[src/rtl/rfsoc_config_pkg.sv]
// rfsoc_config: GPIO bit map of rfsoc_pl_ctrl plus configuration target codes
package rfsoc_config;

    localparam int config_reg_width = 16;

    localparam logic [3:0] sdata                   = 4'd0;
    localparam logic [3:0] trigger_line            = 4'd1;
    localparam logic [3:0] cycle_count_clk         = 4'd2;
    localparam logic [3:0] mask_clk                = 4'd3;
    localparam logic [3:0] pre_delay_clk           = 4'd4;
    localparam logic [3:0] post_delay_clk          = 4'd5;
    localparam logic [3:0] locking_waveform_clk    = 4'd6;
    localparam logic [3:0] mux_set_clk             = 4'd7;
    localparam logic [3:0] mask_enable_clk         = 4'd8;
    localparam logic [3:0] channel_sel_clk         = 4'd9;
    localparam logic [3:0] adc_num_cycle_count_clk = 4'd10;
    localparam logic [3:0] adc_shift_val_clk       = 4'd11;

    typedef enum logic [3:0] {
        CFG_CYCLE_COUNT         = 4'd0,
        CFG_MASK                = 4'd1,
        CFG_PRE_DELAY           = 4'd2,
        CFG_POST_DELAY          = 4'd3,
        CFG_LOCKING_WAVEFORM    = 4'd4,
        CFG_MUX_SET             = 4'd5,
        CFG_MASK_ENABLE         = 4'd6,
        CFG_CHANNEL_SEL         = 4'd7,
        CFG_ADC_NUM_CYCLE_COUNT = 4'd8,
        CFG_ADC_SHIFT_VAL       = 4'd9
    } cfg_target_t;

    typedef enum logic [1:0] {ST_IDLE, ST_SETUP, ST_HIGH, ST_HOLD} ser_state_t;

    typedef struct packed {
        logic       valid;
        logic [3:0] idx;
    } cfg_map_t;

    // Codes outside cfg_target_t, or landing on the data/trigger lines, are invalid
    function automatic cfg_map_t cfg_target_to_bit(input logic [3:0] code);
        cfg_map_t m;
        m.valid = 1'b1;
        case (code)
            CFG_CYCLE_COUNT:         m.idx = cycle_count_clk;
            CFG_MASK:                m.idx = mask_clk;
            CFG_PRE_DELAY:           m.idx = pre_delay_clk;
            CFG_POST_DELAY:          m.idx = post_delay_clk;
            CFG_LOCKING_WAVEFORM:    m.idx = locking_waveform_clk;
            CFG_MUX_SET:             m.idx = mux_set_clk;
            CFG_MASK_ENABLE:         m.idx = mask_enable_clk;
            CFG_CHANNEL_SEL:         m.idx = channel_sel_clk;
            CFG_ADC_NUM_CYCLE_COUNT: m.idx = adc_num_cycle_count_clk;
            CFG_ADC_SHIFT_VAL:       m.idx = adc_shift_val_clk;
            default: begin
                m.valid = 1'b0;
                m.idx   = sdata;
            end
        endcase
        m.valid = m.valid && (m.idx != sdata) && (m.idx != trigger_line);
        return m;
    endfunction

endpackage

[src/rtl/gpio_cfg_serializer.sv]
// gpio_cfg_serializer: shifts one configuration command LSB first onto the GPIO bus
module gpio_cfg_serializer
    import rfsoc_config::*;
#(
    parameter int DATA_W       = 256,
    parameter int SETUP_CYCLES = 2,
    parameter int HIGH_CYCLES  = 2,
    parameter int HOLD_CYCLES  = 2
) (
    input  logic                        i_ps_clk,
    input  logic                        i_rst,
    input  logic                        i_cmd_valid,
    output logic                        o_cmd_ready,
    input  logic [3:0]                  i_cmd_target,
    input  logic [8:0]                  i_cmd_len,
    input  logic [DATA_W-1:0]           i_cmd_data,
    input  logic                        i_trig_req,
    output logic [config_reg_width-1:0] o_gpio_ctrl,
    output logic                        o_done,
    output logic                        o_cmd_err
);

    localparam int PH_MAX = (SETUP_CYCLES > HIGH_CYCLES)
                          ? ((SETUP_CYCLES > HOLD_CYCLES) ? SETUP_CYCLES : HOLD_CYCLES)
                          : ((HIGH_CYCLES > HOLD_CYCLES) ? HIGH_CYCLES : HOLD_CYCLES);
    localparam int PH_W = $clog2(PH_MAX + 1);

    ser_state_t                  r_state, w_next;
    logic [PH_W-1:0]             r_phase, w_lim;
    logic [8:0]                  r_bits, w_len;
    logic [DATA_W-1:0]           r_data;
    logic [3:0]                  r_idx;
    logic                        r_done, r_err, r_trig;
    logic                        w_ph_end, w_load, w_quick, w_shift, w_finish;
    logic [config_reg_width-1:0] w_gpio;
    cfg_map_t                    w_map;

    assign w_map       = cfg_target_to_bit(i_cmd_target);
    assign w_len       = (i_cmd_len > 9'(DATA_W)) ? 9'(DATA_W) : i_cmd_len;
    assign o_cmd_ready = (r_state == ST_IDLE);
    assign o_done      = r_done;
    assign o_cmd_err   = r_err;
    assign o_gpio_ctrl = w_gpio;

    // State register; reset drops any command in flight and forces the shift clock low
    always_ff @(posedge i_ps_clk) begin
        if (!i_rst) r_state <= ST_IDLE;
        else        r_state <= w_next;
    end

    // Next state and the strobes that steer the datapath
    always_comb begin
        w_lim    = (r_state == ST_SETUP) ? PH_W'(SETUP_CYCLES - 1)
                 : (r_state == ST_HIGH)  ? PH_W'(HIGH_CYCLES - 1)
                 :                         PH_W'(HOLD_CYCLES - 1);
        w_ph_end = (r_phase == w_lim);
        w_load   = (r_state == ST_IDLE) && i_cmd_valid && w_map.valid && (w_len != 9'd0);
        w_quick  = (r_state == ST_IDLE) && i_cmd_valid && !(w_map.valid && (w_len != 9'd0));
        w_shift  = (r_state == ST_HOLD) && w_ph_end && (r_bits != 9'd1);
        w_finish = (r_state == ST_HOLD) && w_ph_end && (r_bits == 9'd1);
        w_next   = r_state;
        case (r_state)
            ST_IDLE:  w_next = w_load ? ST_SETUP : ST_IDLE;
            ST_SETUP: w_next = w_ph_end ? ST_HIGH : ST_SETUP;
            ST_HIGH:  w_next = w_ph_end ? ST_HOLD : ST_HIGH;
            ST_HOLD:  w_next = w_finish ? ST_IDLE : (w_shift ? ST_SETUP : ST_HOLD);
            default:  w_next = ST_IDLE;
        endcase
    end

    // Payload, bit and phase counters; bit 0 of the shifter is the live sdata value
    always_ff @(posedge i_ps_clk) begin
        if (!i_rst) begin
            r_phase <= '0;
            r_bits  <= '0;
            r_data  <= '0;
            r_idx   <= '0;
            r_done  <= 1'b0;
            r_err   <= 1'b0;
        end else begin
            r_phase <= (r_state == ST_IDLE || w_next != r_state) ? '0 : r_phase + 1'b1;
            r_done  <= w_quick || w_finish;
            r_err   <= w_quick && !w_map.valid;
            if (w_load) begin
                r_data <= i_cmd_data;
                r_bits <= w_len;
                r_idx  <= w_map.idx;
            end else if (w_shift) begin
                r_data <= r_data >> 1;
                r_bits <= r_bits - 9'd1;
            end
        end
    end

    // Trigger is a one-cycle delayed copy of the request, independent of the shifter
    always_ff @(posedge i_ps_clk) begin
        if (!i_rst) r_trig <= 1'b0;
        else        r_trig <= i_trig_req;
    end

    // Only sdata, trigger and the latched target clock may ever be non-zero
    always_comb begin
        w_gpio               = '0;
        w_gpio[sdata]        = r_data[0];
        w_gpio[trigger_line] = r_trig;
        if (r_state == ST_HIGH) w_gpio[r_idx] = 1'b1;
    end

endmodule

[config.mk]
export PLATFORM = sky130hd
export DESIGN_NAME = gpio_cfg_serializer
export DESIGN_NICKNAME = d
export VERILOG_FILES = /design/src/rtl/rfsoc_config_pkg.sv /design/src/rtl/gpio_cfg_serializer.sv
export SDC_FILE = /design/constraint.sdc
export NUM_CORES = 1
export LEC_CHECK = 0
export CORE_AREA = 2 2 214 111
export DETAILED_ROUTE_END_ITERATION = 16
export DIE_AREA = 0 0 216 113
export GPL_ROUTABILITY_DRIVEN = 0
export PLACE_DENSITY_LB_ADDON = 0.08
export SLEW_MARGIN = 30
export SYNTH_ARGS = -nofsm -noshare
export SYNTH_HDL_FRONTEND = slang
export SYNTH_SLANG_ARGS = --single-unit
export TNS_END_PERCENT = 30
[constraint.sdc]
create_clock -name i_ps_clk -period 5.39 [get_ports i_ps_clk]
set_clock_uncertainty 0.2 [all_clocks]
set_input_delay 0.539 -clock i_ps_clk [delete_from_list [all_inputs] [get_ports i_ps_clk]]
set_output_delay 0.539 -clock i_ps_clk [all_outputs]
set_load 0.03 [all_outputs]
==> results.tsv <==
stage	metric	value	unit
global_route	first-pass GRT wire length	53200	um
clocking	Setup Buffers After CTS	0	
floorplanning	die width	216	um
clocking	worst-skew pair later-pin latency	0.53	ns
critical_path	crit path cell chain	nand2b_1 > or3b_2 > nor3_1 > clkdlybuf4s50_1	
clocking	hold_buf cts	0	
global_route	GR met1 Demand/Resource	0.381	
clocking	CTS clk-pin slew, worst paths	0.06	ns
logic_synthesis	cell count after synthesis	1577	
logic_synthesis	top area cells in the synthesized netlist	dfxtp_1 47%, a21oi_1 22%, o21ai_0 11%	
logic_synthesis	adder-cell share of the synthesized area	0.00320	
power_and_ir_drop	worst vdd ir	0.000237	V
timing	minimum clock period	3.32	ns
logic_synthesis	asr flop ratio synth	0	
drt	Routed Antenna Nets	0	
global_route	total track usage	0.263	
power_and_ir_drop	combinational power share	0.148	
global_route	pin count of the biggest net entering global routing	155	
critical_path	slowest CP cell	clkdlybuf4s50_1	
drt	Via density	5.68	
timing	Worst-Margin Slew	0.898	ns
global_route	GRT met3 Usage	0.0546	
place	hpwl dp	21000	um
critical_path	Worst EP required	4.65	ns
place	IO buf count	291	
drt	DR WL/cell	16.3	um
hold_path	Hold/Removal Path Class	flip-flop to flip-flop	
clocking	root buffer cell	clkbuf_16	
critical_path	Crit. End Element	output port	
hold_path	hold path endpoint	r_data[185]	
logic_synthesis	synthesized cell area	11700	um^2
timing	setup violators final	0	
logic_synthesis	simple-gate share of the synthesized area	0.114	
power_and_ir_drop	switching power total	1.20	mW
critical_path	R2R Path End	r_data[33]	
global_route	global-route track usage on met2	0.401	
critical_path	delay-heaviest family, CP	simple AND/OR/NAND/NOR gates	
drt	Vias	11800	
power_and_ir_drop	PwrDens	308	nW/um^2
logic_synthesis	Yosys cell types	45	
critical_path	WP buf/inv	1	
clocking	H-tree depth	1	
critical_path	slowest stage delay, CP	0.70	ns
drt	DR DRC count	0	
logic_synthesis	Yosys top cell area share	0.471	
power_and_ir_drop	Int Power	3.53	mW
logic_synthesis	Yosys top cell by area	dfxtp_1	
logic_synthesis	Avg Cell Area, Syn	7.44	um^2
timing	RSZ-0062 raised after global routing	false	
floorplanning	# rows	39	
timing	fmax	301	MHz
floorplanning	# IOs	292	
layout	fin nets	2034	
drt	router iterations before antenna repair	5	
logic_synthesis	Post-synth EDFFs	0	
critical_path	reg2reg path depth	6	
floorplanning	core area	22400	um^2
outcome	status	complete, no violations	
layout	Area growth syn-to-layout	30.9	%
hold_path	Hold Path Depth	2	
global_route	vias in the first global route	10500	
clocking	Resize count post-CTS	0	
power_and_ir_drop	clock share of power	0.359	
layout	layout cells sized above 1	0.0299	
critical_path	r2r startpoint	r_bits[0]	
logic_synthesis	Syn Nets	1853	
run	maximum capacitance violations	0	
logic_synthesis	Post-synth top cells	520 x a21oi_1, 276 x dfxtp_1, 269 x nand2_1	
drt	WL final	33900	um
critical_path	Crit Path Max Fanout	8	
clocking	CTS tree	yes	
logic_synthesis	Synth Area in Compound Gates	0.350	
timing	Fin. Hold Viols	0	
critical_path	reg-to-reg setup timing slack	2.50	ns
logic_synthesis	Syn. warnings	0	
floorplanning	die area	24400	um^2
timing	Final TNS setup	0	ns
clocking	clock tree sinks	276	
logic_synthesis	largest family of logic cells by synthesized area	compound AO/OA/AOI/OAI gates	
global_route	Most Used Layer, Global Route	met2	
drt	Initial DRC Count	1353	
place	pre-CTS setup slack	2.19	ns
logic_synthesis	Synth Area in XOR/XNOR	0.00224	
floorplanning	Die H	113	um
timing	period utilization	0.615	
power_and_ir_drop	sw frac	0.254	
logic_synthesis	register bit total from synthesis	276	
hold_path	HP Start	r_data[186]	
logic_synthesis	post-synthesis mux area share	0.00171	
critical_path	CP Launch Type	flip-flop	
power_and_ir_drop	Seq pwr share	0.493	
logic_synthesis	top_reg_cell synth	dfxtp_1	
power_and_ir_drop	leakage power	5.13	nW
critical_path	crit path kind	flip-flop to output port	
clocking	CTS buffer count	25	
timing	Final WS setup	2.07	ns
global_route	Overflow after GRT	0	
global_route	initial antenna violation count	3	
critical_path	Critical Path AT	2.58	ns
clocking	Longest Clk Path Bufs	3	
timing	final slew viol count	0	
logic_synthesis	Seq/Total Area, Yosys	0.471	
timing	Slew Limit Headroom	0.397	
floorplanning	Starting Density	0.523	
logic_synthesis	most common cell in the netlist	a21oi_1	
==> power groups by stage <==
stage | clock (mW) | sequential, mW | combinational, mW
2_1_floorplan | 0 | 2.34 | 0.413
3_5_place_dp | 0 | 2.37 | 0.691
6_report | 1.70 | 2.33 | 0.698
3_3_place_gp | 0 | 2.36 | 0.677
4_1_cts | 1.73 | 2.33 | 0.697
5_1_grt | 1.81 | 2.35 | 0.779
==> worst max-delay path by stage <==
stage,end,cells after the start,start,slack [ns]
6_report,o_gpio_ctrl[2],4,r_state[1],2.07
5_1_grt,o_gpio_ctrl[2],4,r_state[1],1.95
4_1_cts,o_gpio_ctrl[2],4,r_state[1],2.06
3_5_place_dp,r_data[165],6,i_cmd_len[5],2.19
3_3_place_gp,r_data[158],6,i_cmd_len[5],2.31
2_1_floorplan,o_gpio_ctrl[2],4,r_state[0],2.91
==> metrics by stage <==
stage	hold WS (ns)	util	cell area (um^2)	total power [mW]	std cells
2_1_floorplan	0.197	-	11700	2.76	1577
3_3_place_gp	0.209	0.649	14600	3.04	2037
3_5_place_dp	0.218	0.650	14600	3.06	2038
4_1_cts	0.245	0.684	15400	4.75	2080
5_1_grt	0.256	0.684	15400	4.93	2080
6_report	0.243	0.684	15400	4.73	2081
==> final cells by class <==
cell class,count,area [um^2]
multi-input combinational,1143,5560
fill,1886,7080
clock buffer,38,734
antenna,1,2.50
timing repair buffer,303,3100
tap,307,384
sequential,276,5530
clock inverter,4,27.5
inverter,9,33.8
==> metal layers <==
layer  vias to the layer above  part of all wire
met5                         -           0.00038
met4                         2             0.022
met3                        51             0.073
met2                       398              0.44
met1                      5491              0.47
li1                       5872                 -
==> cells by family (layout without fill, tap and decap cells) <==
logic type	after synthesis	count (layout)
XOR/XNOR	3	3
AND/OR/NAND/NOR	332	332
flip-flops	276	276
other	0	1
AO/OA/AOI/OAI	803	803
multiplexers	2	2
buffers and inverters	158	354
adder cells (fa/ha/maj)	3	3
==> cell usage in the layout, fill, tap and decap left out, types with 2 or more instances in the layout <==
cell type / instances
clkdlybuf4s50_1: 290
clkbuf_8: 6
mux2i_1: 2
inv_1: 8
nor3_1: 7
nor2b_1: 3
nand3_1: 5
or3_1: 8
clkbuf_1: 7
inv_6: 2
nor2_1: 24
nand2b_1: 4
nand2_1: 269
a211oi_1: 2
a21oi_1: 520
o31ai_1: 4
ha_1: 3
clkinv_2: 2
dfxtp_1: 276
o21a_1: 2
buf_12: 6
a31oi_1: 5
xnor2_1: 2
nand4_1: 2
nor4_1: 4
o21ai_0: 258
buf_4: 5
clkbuf_16: 25
==> registers in the layout, indices dropped and copies added (netlist names) <==
name and flops:
o_cmd_err 1, r_trig 1, r_data 256, o_done 1
r_phase 2, r_state 2, r_idx 4, r_bits 9
==> worst register-to-register path, cell delays in order, from the launching register on <==
cell and delay [ns]:
dfxtp_1 0.48, ha_1 0.24, nor2b_1 0.50, a31o_4 0.46, buf_12 0.44, a21oi_1 0.28, a21oi_1 0.21
(Power assumes the default switching activity.)
